### config.mk
export PLATFORM = sky130hd
export DESIGN_NAME = sanity_ctrl_flat
export DESIGN_NICKNAME = d
export VERILOG_FILES = /design/src/rtl/sanity_if.sv /design/src/rtl/sanity_ctrl.sv /design/src/flat_wrapper.sv
export SDC_FILE = /design/constraint.sdc
export NUM_CORES = 1
export LEC_CHECK = 0
export BUFFER_PORTS_ARGS = -buffer_cell sky130_fd_sc_hd__buf_2
export CAP_MARGIN = 0
export CORE_UTILIZATION = 35
export CTS_BUF_LIST = sky130_fd_sc_hd__clkbuf_2
export CTS_CLUSTER_SIZE = 14
export DETAILED_ROUTE_END_ITERATION = 16
export GPL_TIMING_DRIVEN = 0
export HOLD_SLACK_MARGIN = 0.1
export PLACE_DENSITY = 0.59
export SLEW_MARGIN = 10
export SYNTH_ARGS = -nofsm -noshare
export SYNTH_HDL_FRONTEND = slang
export SYNTH_SLANG_ARGS = --single-unit
export TNS_END_PERCENT = 5
### constraint.sdc
create_clock -name sanity_clk -period 2.25 [get_ports sanity_clk]
set_input_delay 0.45 -clock sanity_clk [delete_from_list [all_inputs] [get_ports sanity_clk]]
set_output_delay 0.45 -clock sanity_clk [all_outputs]
set_load 0.05 [all_outputs]
### src/rtl/sanity_if.sv
// Host/timer-side signals of the sanity timer arming controller.
// master: host and timer side; slave: the controller (sanity_ctrl).
interface sanity_if #(
    parameter int CNT_W = 4
);
    logic             csr_se;
    logic [2:0]       sw_sanity;
    logic             kick_tgl;
    logic             tmr_out;
    logic             tmr_ena;
    logic [2:0]       tmr_sanity;
    logic             kick_ack_tgl;
    logic             fired;
    logic [CNT_W-1:0] fire_cnt;

    modport master (
        output csr_se, sw_sanity, kick_tgl, tmr_out,
        input  tmr_ena, tmr_sanity, kick_ack_tgl, fired, fire_cnt
    );

    modport slave (
        input  csr_se, sw_sanity, kick_tgl, tmr_out,
        output tmr_ena, tmr_sanity, kick_ack_tgl, fired, fire_cnt
    );
endinterface

### src/rtl/sanity_ctrl.sv
// sanity_ctrl: arms, kicks and rearms the DELQA sanity timer in the sanity_clk domain.
// Optional macro SANITY_LOCK_EN: once armed, only rst can return the block to DIS.
module sanity_ctrl #(
    parameter int HOLDOFF = 2,
    parameter int CNT_W   = 4
) (
    input  logic    sanity_clk,
    input  logic    rst,
    sanity_if.slave bus
);
    localparam int HOLD_W = (HOLDOFF > 1) ? $clog2(HOLDOFF) : 1;

    typedef enum logic [1:0] {
        DIS    = 2'd0,
        ARM    = 2'd1,
        RELOAD = 2'd2,
        FIRED  = 2'd3
    } state_t;

    state_t            state, state_nx;
    logic              se_m, se_s, kt_m, kt_s, to_m, to_s;
    logic [1:0]        blank, blank_nx;
    logic [HOLD_W-1:0] hold, hold_nx;
    logic              tmr_ena, tmr_ena_nx;
    logic [2:0]        tmr_sanity, tmr_sanity_nx;
    logic              kick_ack_tgl, kick_ack_tgl_nx;
    logic              fired, fired_nx;
    logic [CNT_W-1:0]  fire_cnt, fire_cnt_nx;
    logic              kick_pend;
    logic              se_drop;

    function automatic logic [CNT_W-1:0] sat_inc(input logic [CNT_W-1:0] v);
        return (&v) ? v : v + CNT_W'(1);
    endfunction

    assign kick_pend = (kt_s != kick_ack_tgl);

`ifdef SANITY_LOCK_EN
    assign se_drop = 1'b0;
`else
    assign se_drop = ~se_s;
`endif

    // Next-state and registered-output decode
    always_comb begin
        state_nx        = state;
        blank_nx        = blank;
        hold_nx         = hold;
        tmr_sanity_nx   = tmr_sanity;
        kick_ack_tgl_nx = kick_ack_tgl;
        fired_nx        = fired;
        fire_cnt_nx     = fire_cnt;

        case (state)
            DIS: begin
                tmr_sanity_nx = bus.sw_sanity;
                if (kick_pend) kick_ack_tgl_nx = kt_s;
                if (se_s) begin
                    state_nx = ARM;
                    blank_nx = 2'd2;
                end
            end
            ARM: begin
                // blank masks to_s left over from before the timer was enabled
                if (blank != 2'd0) blank_nx = blank - 2'd1;
                if (se_drop) begin
                    state_nx = DIS;
                end else if (kick_pend) begin
                    kick_ack_tgl_nx = kt_s;
                    state_nx        = RELOAD;
                end else if (blank == 2'd0 && !to_s) begin
                    state_nx    = FIRED;
                    fired_nx    = 1'b1;
                    fire_cnt_nx = sat_inc(fire_cnt);
                    hold_nx     = '0;
                end
            end
            RELOAD: begin
                if (se_drop) begin
                    state_nx = DIS;
                end else begin
                    state_nx = ARM;
                    blank_nx = 2'd2;
                end
            end
            FIRED: begin
                if (kick_pend) kick_ack_tgl_nx = kt_s;
                hold_nx = hold + HOLD_W'(1);
                if (se_drop) begin
                    state_nx = DIS;
                end else if (hold == HOLD_W'(HOLDOFF - 1)) begin
                    state_nx = RELOAD;
                end
            end
            default: state_nx = DIS;
        endcase

        if (state_nx == DIS) fired_nx = 1'b0;
        tmr_ena_nx = (state_nx == ARM) || (state_nx == FIRED);
    end

    // Synchronisers and state/output registers
    always_ff @(posedge sanity_clk) begin
        if (rst) begin
            se_m         <= 1'b0;
            se_s         <= 1'b0;
            kt_m         <= 1'b0;
            kt_s         <= 1'b0;
            to_m         <= 1'b0;
            to_s         <= 1'b0;
            state        <= DIS;
            blank        <= 2'd0;
            hold         <= '0;
            tmr_ena      <= 1'b0;
            tmr_sanity   <= 3'b000;
            kick_ack_tgl <= 1'b0;
            fired        <= 1'b0;
            fire_cnt     <= '0;
        end else begin
            se_m         <= bus.csr_se;
            se_s         <= se_m;
            kt_m         <= bus.kick_tgl;
            kt_s         <= kt_m;
            to_m         <= bus.tmr_out;
            to_s         <= to_m;
            state        <= state_nx;
            blank        <= blank_nx;
            hold         <= hold_nx;
            tmr_ena      <= tmr_ena_nx;
            tmr_sanity   <= tmr_sanity_nx;
            kick_ack_tgl <= kick_ack_tgl_nx;
            fired        <= fired_nx;
            fire_cnt     <= fire_cnt_nx;
        end
    end

    assign bus.tmr_ena      = tmr_ena;
    assign bus.tmr_sanity   = tmr_sanity;
    assign bus.kick_ack_tgl = kick_ack_tgl;
    assign bus.fired        = fired;
    assign bus.fire_cnt     = fire_cnt;
endmodule
### src/flat_wrapper.sv
// flat-port wrapper written by rule: the top's interface ports become plain ports
module sanity_ctrl_flat 
#(
    parameter int HOLDOFF = 2,
    parameter int CNT_W   = 4
)
  (sanity_clk, rst, bus_csr_se, bus_sw_sanity, bus_kick_tgl, bus_tmr_out, bus_tmr_ena, bus_tmr_sanity, bus_kick_ack_tgl, bus_fired, bus_fire_cnt);
  sanity_if #(.CNT_W(CNT_W)) bus_i ();
  input  logic sanity_clk;
  input  logic rst;
  input wire logic [$bits(bus_i.csr_se)-1:0] bus_csr_se;
  input wire logic [$bits(bus_i.sw_sanity)-1:0] bus_sw_sanity;
  input wire logic [$bits(bus_i.kick_tgl)-1:0] bus_kick_tgl;
  input wire logic [$bits(bus_i.tmr_out)-1:0] bus_tmr_out;
  output wire logic [$bits(bus_i.tmr_ena)-1:0] bus_tmr_ena;
  output wire logic [$bits(bus_i.tmr_sanity)-1:0] bus_tmr_sanity;
  output wire logic [$bits(bus_i.kick_ack_tgl)-1:0] bus_kick_ack_tgl;
  output wire logic [$bits(bus_i.fired)-1:0] bus_fired;
  output wire logic [$bits(bus_i.fire_cnt)-1:0] bus_fire_cnt;
  assign bus_i.csr_se = bus_csr_se;
  assign bus_i.sw_sanity = bus_sw_sanity;
  assign bus_i.kick_tgl = bus_kick_tgl;
  assign bus_i.tmr_out = bus_tmr_out;
  assign bus_tmr_ena = bus_i.tmr_ena;
  assign bus_tmr_sanity = bus_i.tmr_sanity;
  assign bus_kick_ack_tgl = bus_i.kick_ack_tgl;
  assign bus_fired = bus_i.fired;
  assign bus_fire_cnt = bus_i.fire_cnt;
  sanity_ctrl #(.HOLDOFF(HOLDOFF), .CNT_W(CNT_W)) u_core (.sanity_clk(sanity_clk), .rst(rst), .bus(bus_i));
endmodule
==> out/results.tsv, run 1 <==
metric	value	unit
status	finished, final reports clean	
vias per cell	4.94	
CP most frequent cell	inv_1	
Starting Density	0.381	
share of cells above drive strength 1	0.254	
min-delay src	rst	
Hold Crit Depth	2	
peak fanout along the critical path	10	
RePlAce Congestion	0.713	
critical path endpoint category	register	
highest routed layer	met4	
number of buffers created by CTS	3	
final wirelength	1530	um
Yosys top cell area share	0.434	
Layout area overhead	14.7	%
DRT iter0 DRCs	10	
Slew @ Worst Pin	0.487	ns
Critical Path RT	2.52	ns
area of the multi-input gates	504	sq um
register area	420	sq um
hold_buf cts	0	
CP peak stage delay	0.50	ns
met3 routed WL	60	um
post-synth cell types	34	
Wirelength per Cell	10.6	um
CP Data Arrival Time	2.04	ns
Final Max Tran Viols	0	
Final TNS setup	0	ns
PortBufs	17	
# resized after CTS	0	
Pwr Total	0.714	mW
M1 WL	765	um
Post-CTS Setup Inserts	0	
remaining global-route overflow	0	
largest area contributor in the netlist	dfxtp_1	
max-cap violation count	0	
H-tree lvl count	1	
Vias	712	
first-pass GRT wire length	2710	um
Layout Nets	130	
synth warn	0	
skew final	0.00946	ns
Final Cycle Share	0.783	
CP Launch Type	register	
CTS Root Cell	clkbuf_2	
first drt pass iteration count	4	
slowest stage cell, crit path	or3_2	
Max IR drop VDD	0.361	mV
WL met2	688	um
Fill cells	266	
WS Path Type	register to register	
Die Area	2980	sq um
Pwr Density	642	nW/um^2
CTS tree	done	
clk buf depth	2	
post-placement cell area	1090	sq um
Leakage	0.490	nW
DRC viols	0	
f_max	0.567	GHz
FF-to-FF path depth	7	
die width	54.6	um
leading cell type in the layout, fill and taps excluded	dfxtp_1	
Site Rows	18	
critical path cell sequence	inv_1 -> ha_1 -> buf_6 -> inv_1 -> or3_2 -> a31oi_4 -> o22a_2	
Mean Syn Cell Area	10.4	sq um
vias in the first global route	634	
Post-DRT Antenna Nets	0	
Final min period	1.76	ns
Final Util	0.437	
cells after synthesis	93	
Critical Path Start	u_core.state[1]	
largest net degree at the start of global routing	12	
largest cells by area after synthesis	dfxtp_1, ha_1, mux2i_1	
initial antenna violation count	0	
final hold vios	0	
Crit path depth	7	
most frequent cells in the layout	dfxtp_1, buf_2, nor2_1	
Antenna diodes	0	
Finished Cell Area	1110	sq um
#FFs+latches synth	21	
HPWL Detailed	1170	um
Core ar.	2540	sq um
Total GRT Usage	0.128	
CTS sink cnt	21	
die height	54.6	um
syn_nets	108	
Critical R2R Launch	u_core.state[1]	
Worst Path Buf+Inv	3	
Hold Crit Class	input port to register	
Ports	18	
hold slack final	0.313	ns
clock latency at the later pin of the worst-skew pair	0.30	ns
CP delay by family, top	simple AND/OR/NAND/NOR gates	
Final Setup Violations	0	
clk slew on worst S/H paths	0.19	ns
Rel. slew slack	0.675	
Synth Cell Area	970	sq um
register area share after synthesis	0.434	
unrepaired setup endpoints after global routing	false	
[sequential cells by signal, indices dropped and copies added (netlist names)]
| register | cells |
|---|---|
| u_core.blank | 2 |
| u_core.bus.fire_cnt | 4 |
| u_core.bus.fired | 1 |
| u_core.bus.kick_ack_tgl | 1 |
| u_core.bus.tmr_ena | 1 |
| u_core.bus.tmr_sanity | 3 |
| u_core.hold | 1 |
| u_core.kt_m | 1 |
| u_core.kt_s | 1 |
| u_core.se_m | 1 |
| u_core.se_s | 1 |
| u_core.state | 2 |
| u_core.to_m | 1 |
| u_core.to_s | 1 |
[worst paths after layout]
path / slack, ns / to
max: 0.49 / u_core.bus.fired
min: 0.31 / u_core.state[0]
max reg2reg: 0.49 / u_core.bus.fired
min reg2reg: 0.46 / u_core.kt_s
[layer usage]
layer / global-route usage / vias to the layer above
li1: - / 374
met1: 0.165 / 321
met2: 0.199 / 15
met3: 0.0333 / 2
met4: 0.0513 / 0
met5: 0 / -
[synth_stat cells (all sizes together)]
library cell,count
or3,2
o21ai,3
nand2,1
buf,2
o22a,1
and4b,2
a211oi,2
a2111o,1
dfxtp,21
clkbuf,1
inv,7
nor3,1
a311oi,1
nor2,11
a21oi,1
and2,1
nand4,1
nand3,3
a311o,1
xor2,2
nand2b,1
o31ai,1
nor2b,7
ha,7
xnor2,1
a221oi,2
mux2i,6
o2111ai,2
a31oi,1
[stage by stage]
stage,worst slack (ns),std cells
final,0.488,144
after global placement,0.521,140
after detailed placement,0.534,140
after CTS,0.482,144
after floorplan,0.639,93
after global routing,0.367,144
[cell type report]
type	instances	share of cell area
multi-input combinational	62	0.453
inverter	7	0.0236
buffer	3	0.0169
timing repair buffer	17	0.0765
clock buffer	4	0.0180
tap	30	0.0337
sequential	21	0.378
[report_power, final]
group	switching, mW	internal [mW]
clock	0.107	0.0471
combinational	0.0943	0.0572
sequential	0.0147	0.393
total	0.216	0.498
[cells by family after synthesis]
kind of cell,synth area share
simple gates,0.183
compound gates,0.150
flops,0.434
xor+xnor,0.0348
fa+ha+maj,0.0903
mux,0.0619
buf+inv,0.0464
No activity file was read; power rests on OpenSTA's default activity.
==> inputs of run 2 (changes only) <==
clock period = 1.8 ns   (was 2.25 ns; I/O delays follow)
==> run 2 against run 1 <==
Clock skew unchanged. Clock power rose by 25%. Sequential power rose by 25%. Register-to-register slack worse by 0.42 ns. Worst setup slack worse by 0.42 ns. Worst hold slack got worse by 0.097 ns. First-iteration DRC count unchanged. Global-route usage did not move. Total power rose by 25%. Cell area increased by 0.22%.
==> out/results.tsv, run 2 (synthesized netlist as in run 1, its figures left out) <==
metric	value	unit	change
status	finished, final reports clean		
register area	423	sq um	+0.60%
peak fanout along the critical path	10		unchanged
first-pass GRT wire length	2710	um	unchanged
CP most frequent cell	inv_1		
Hold Crit Class	input port to register		
clk buf depth	2		unchanged
first drt pass iteration count	4		unchanged
RePlAce Congestion	0.713		unchanged
skew final	0.00946	ns	unchanged
Die Area	2980	sq um	unchanged
vias per cell	4.94		unchanged
CP peak stage delay	0.50	ns	about the same
vias in the first global route	634		unchanged
Core ar.	2540	sq um	unchanged
Fill cells	264		-0.75%
Leakage	0.491	nW	+0.18%
PortBufs	17		unchanged
Site Rows	18		unchanged
DRT iter0 DRCs	10		unchanged
Post-CTS Setup Inserts	0		unchanged
Antenna diodes	0		unchanged
clk slew on worst S/H paths	0.19	ns	about the same
Final min period	1.73	ns	-0.0331 ns
DRC viols	0		unchanged
final wirelength	1530	um	unchanged
Layout area overhead	15.0	%	
CTS sink cnt	21		unchanged
most frequent cells in the layout	dfxtp_1, buf_2, nor2_1		
WS Path Type	register to register		
f_max	0.578	GHz	+1.9%
Vias	712		unchanged
clock latency at the later pin of the worst-skew pair	0.30	ns	about the same
Rel. slew slack	0.675		unchanged
Layout Nets	130		unchanged
max-cap violation count	0		unchanged
biggest regs	u_core.bus.fire_cnt: 4 flops, u_core.bus.tmr_sanity: 3 flops		
Total GRT Usage	0.128		unchanged
Ports	18		unchanged
hold_buf cts	0		unchanged
Reg with most FFs	u_core.bus.fire_cnt		
HPWL Detailed	1170	um	unchanged
CTS tree	done		
Wirelength per Cell	10.6	um	unchanged
Pwr Density	801	nW/um^2	+25%
Post-Layout Cell Count	144		unchanged
Final Util	0.438		+0.000983
# resized after CTS	0		unchanged
max FFs per register	4		unchanged
H-tree lvl count	1		unchanged
initial antenna violation count	0		unchanged
final hold vios	0		unchanged
Final WS setup	0.0710	ns	-0.417 ns
Starting Density	0.381		unchanged
share of cells above drive strength 1	0.272		+0.0175
CP delay by family, top	simple AND/OR/NAND/NOR gates		
CP Launch Type	register		
CP Data Arrival Time	2.00	ns	-0.04 ns
Final Cycle Share	0.961		+0.177
CTS Root Cell	clkbuf_2		
Post-DRT Antenna Nets	0		unchanged
number of buffers created by CTS	3		unchanged
unrepaired setup endpoints after global routing	true		
remaining global-route overflow	0		unchanged
die width	54.6	um	unchanged
Critical Path RT	2.07	ns	-0.45 ns
largest net degree at the start of global routing	12		unchanged
critical path cell sequence	inv_1 -> ha_1 -> buf_6 -> inv_1 -> or3_2 -> a31oi_4 -> o22a_2		
area of the multi-input gates	504	sq um	unchanged
die height	54.6	um	unchanged
Max IR drop VDD	0.451	mV	+25%
Slew @ Worst Pin	0.487	ns	unchanged
Final Setup Violations	0		unchanged
Final Max Tran Viols	0		unchanged
placed instance count	140		unchanged
pre-CTS setup slack	0.0839	ns	-0.450 ns
leading cell type in the layout, fill and taps excluded	dfxtp_1		
Worst Path Buf+Inv	3		unchanged
critical path endpoint category	register		
slowest stage cell, crit path	or3_2		
==> run 2: cell count changes in the layout (fill, tap and decap cells not counted) <==
cell	previous run	this run
dfxtp_2	0	2
dfxtp_1	21	19
==> run 2: cell type report <==
class | instances | share of cell area
timing repair buffer | 17 | 0.0763
tap | 30 | 0.0337
buffer | 3 | 0.0168
clock buffer | 4 | 0.0180
multi-input combinational | 62 | 0.452
sequential | 21 | 0.379
inverter | 7 | 0.0236
==> run 2: final timing paths <==
check | startpoint | end | slack (ns) | cells past startpoint
worst max-delay path | u_core.state[1] | u_core.bus.fired | 0.07 | 7
worst min register to register | u_core.kt_m | u_core.kt_s | 0.46 | 1
worst max register to register | u_core.state[1] | u_core.bus.fired | 0.07 | 7
worst min-delay path | rst | u_core.state[0] | 0.22 | 2
==> run 2: per-layer routing <==
metal / global-route usage / vias to the layer above / wire length, um
met5: 0 / - / 0
met4: 0.0513 / 0 / 13
met3: 0.0333 / 2 / 60
met2: 0.199 / 15 / 688
met1: 0.165 / 321 / 765
li1: - / 374 / -
==> run 2: per-stage QoR <==
step | instance area (sq um) | TNS (ns) | hold WS [ns] | power, mW
after global placement | 1090 | 0 | 0.417 | 0.708
after detailed placement | 1090 | 0 | 0.428 | 0.711
final | 1110 | 0 | 0.216 | 0.893
after global routing | 1110 | -0.0623 | 0.180 | 0.951
after CTS | 1110 | 0 | 0.198 | 0.908
after floorplan | 970 | 0 | 0.414 | 0.669
==> run 2: power by group <==
part	total [mW]	internal, mW	leakage [nW]	switching, mW
Combinational	0.189	0.0715	0.301	0.118
Clock	0.193	0.0589	0.0166	0.134
Sequential	0.511	0.493	0.173	0.0184
==> inputs of run 3 (changes only) <==
SETUP_SLACK_MARGIN = 0.3   (was default)
clock period = 2.15 ns   (was 1.8 ns; I/O delays follow)
==> run 3 against run 2 <==
Count of clock-buffer cells in the layout is the same. Non-clock buffer count is the same. Core utilization is essentially flat. Cell area shrank 0.11%. Critical path depth shrank 2. Cell count is the same. Sequential power shrank 16%. Highest routed layer unchanged.
==> out/results.tsv, run 3 (synthesized netlist as in run 1, its figures left out) <==
metric	value	unit	change
Slew @ Worst Pin	0.487	ns	unchanged
Vias	712		unchanged
skew final	0.00946	ns	unchanged
vias in the first global route	634		unchanged
leading cell type in the layout, fill and taps excluded	dfxtp_1		
Wirelength per Cell	10.6	um	unchanged
Antenna diodes	0		unchanged
Die Area	2980	sq um	unchanged
CP Launch Type	register		
WL met2	688	um	unchanged
Pwr Density	671	nW/um^2	-16%
peak fanout along the critical path	7		-3
Final TNS setup	0	ns	unchanged
Rel. slew slack	0.675		unchanged
Hold Crit Depth	2		unchanged
first-pass GRT wire length	2710	um	unchanged
Critical R2R Launch	u_core.state[0]		
CTS Root Cell	clkbuf_2		
met3 routed WL	60	um	unchanged
CTS tree	done		
min-delay src	rst		
die height	54.6	um	unchanged
vias per cell	4.94		unchanged
Critical Path Start	u_core.state[0]		
Final min period	1.75	ns	+0.0180 ns
Starting Density	0.381		unchanged
Final Max Tran Viols	0		unchanged
clock latency at the later pin of the worst-skew pair	0.30	ns	about the same
f_max	0.572	GHz	-1.0%
remaining global-route overflow	0		unchanged
RePlAce Congestion	0.713		unchanged
Fill cells	265		+0.38%
CP Data Arrival Time	1.99	ns	about the same
Post-DRT Antenna Nets	0		unchanged
Ports	18		unchanged
max FFs per register	4		unchanged
clk slew on worst S/H paths	0.19	ns	about the same
Final Setup Violations	0		unchanged
biggest regs	u_core.bus.fire_cnt: 4 flops, u_core.bus.tmr_sanity: 3 flops		
Final Cycle Share	0.813		-0.148
unrepaired setup endpoints after global routing	true		
reg-to-reg setup timing slack	0.40	ns	+0.33 ns
most frequent cells in the layout	dfxtp_1, buf_2, nor2_1		
DRT iter0 DRCs	10		unchanged
Core ar.	2540	sq um	unchanged
HPWL Detailed	1170	um	unchanged
Layout Nets	130		unchanged
Layout area overhead	14.8	%	
initial antenna violation count	0		unchanged
Leakage	0.491	nW	about the same
clk buf depth	2		unchanged
Hold Crit Class	input port to register		
FF-to-FF path depth	5		-2
share of cells above drive strength 1	0.263		-0.00877
reg2reg end	u_core.bus.fire_cnt[3]		
DRC viols	0		unchanged
Site Rows	18		unchanged
CTS sink cnt	21		unchanged
final hold vios	0		unchanged
die width	54.6	um	unchanged
first drt pass iteration count	4		unchanged
highest routed layer	met4		
Max IR drop VDD	0.377	mV	-16%
Critical Path RT	2.40	ns	+0.33 ns
PortBufs	17		unchanged
Reg with most FFs	u_core.bus.fire_cnt		
M1 WL	765	um	unchanged
Total GRT Usage	0.128		unchanged
worst hold endpoint	u_core.state[0]		
final wirelength	1530	um	unchanged
H-tree lvl count	1		unchanged
number of buffers created by CTS	3		unchanged
WS Path Type	register to register		
max-cap violation count	0		unchanged
largest net degree at the start of global routing	12		unchanged
Post-CTS Setup Inserts	0		unchanged
hold slack final	0.293	ns	+0.0770 ns
critical path endpoint category	register		
status	finished, final reports clean		
-- run 3: cell count changes in the layout (fill, tap and decap cells not counted) --
cell and change:
dfxtp_1 +1, dfxtp_2 -1
-- run 3: final cells by class --
type                    count  area (sq um)  share of cell area
flip-flops and latches     21           422               0.379
multi-input cells          62           504               0.453
repair buffers             17          85.1              0.0764
plain buffers               3          18.8              0.0169
clock buffers               4          20.0              0.0180
well taps                  30          37.5              0.0337
inverters                   7          26.3              0.0236
-- run 3: where the power goes --
group	leakage, nW	switching [mW]	internal (mW)	total [mW]
registers	0.172	0.0154	0.412	0.427
logic	0.301	0.0986	0.0599	0.159
clock network	0.0166	0.112	0.0493	0.162
-- run 3: metrics by stage --
stage | utilization | total power, mW | std cells | setup WS [ns] | cell area, sq um
4_1_cts | 0.437 | 0.760 | 144 | 0.382 | 1110
2_1_floorplan | - | 0.560 | 93 | 0.539 | 970
3_3_place_gp | 0.429 | 0.592 | 140 | 0.421 | 1090
3_5_place_dp | 0.429 | 0.595 | 140 | 0.434 | 1090
6_report | 0.438 | 0.747 | 144 | 0.403 | 1110
5_1_grt | 0.438 | 0.795 | 144 | 0.279 | 1110
-- run 3: repair_timing --
action | in CTS | in global routing
endpoints found under the setup margin | 0 | 5
resized for setup | 0 | 1
hold buffers | 0 | 0
-- run 3: routing by layer --
layer,track usage,up-vias
met1,0.165,321
met4,0.0513,0
met5,0,-
met3,0.0333,2
li1,-,374
met2,0.199,15
-- run 3: worst max-delay path by stage --
stage / end / depth (start not counted) / slack [ns]
after detailed placement: u_core.bus.fired / 7 / 0.43
after CTS: u_core.bus.fire_cnt[3] / 6 / 0.38
after global routing: u_core.bus.fire_cnt[3] / 5 / 0.28
final: u_core.bus.fire_cnt[3] / 5 / 0.40
after global placement: u_core.bus.fired / 7 / 0.42
after floorplan: u_core.bus.fired / 4 / 0.54
-- run 3: worst max-delay path, stage by stage (launching register included) --
cell     delay [ns]
dfxtp_1        0.50
ha_1           0.31
and4b_4        0.29
nand3_4        0.09
or3_1          0.36
a21oi_1        0.13
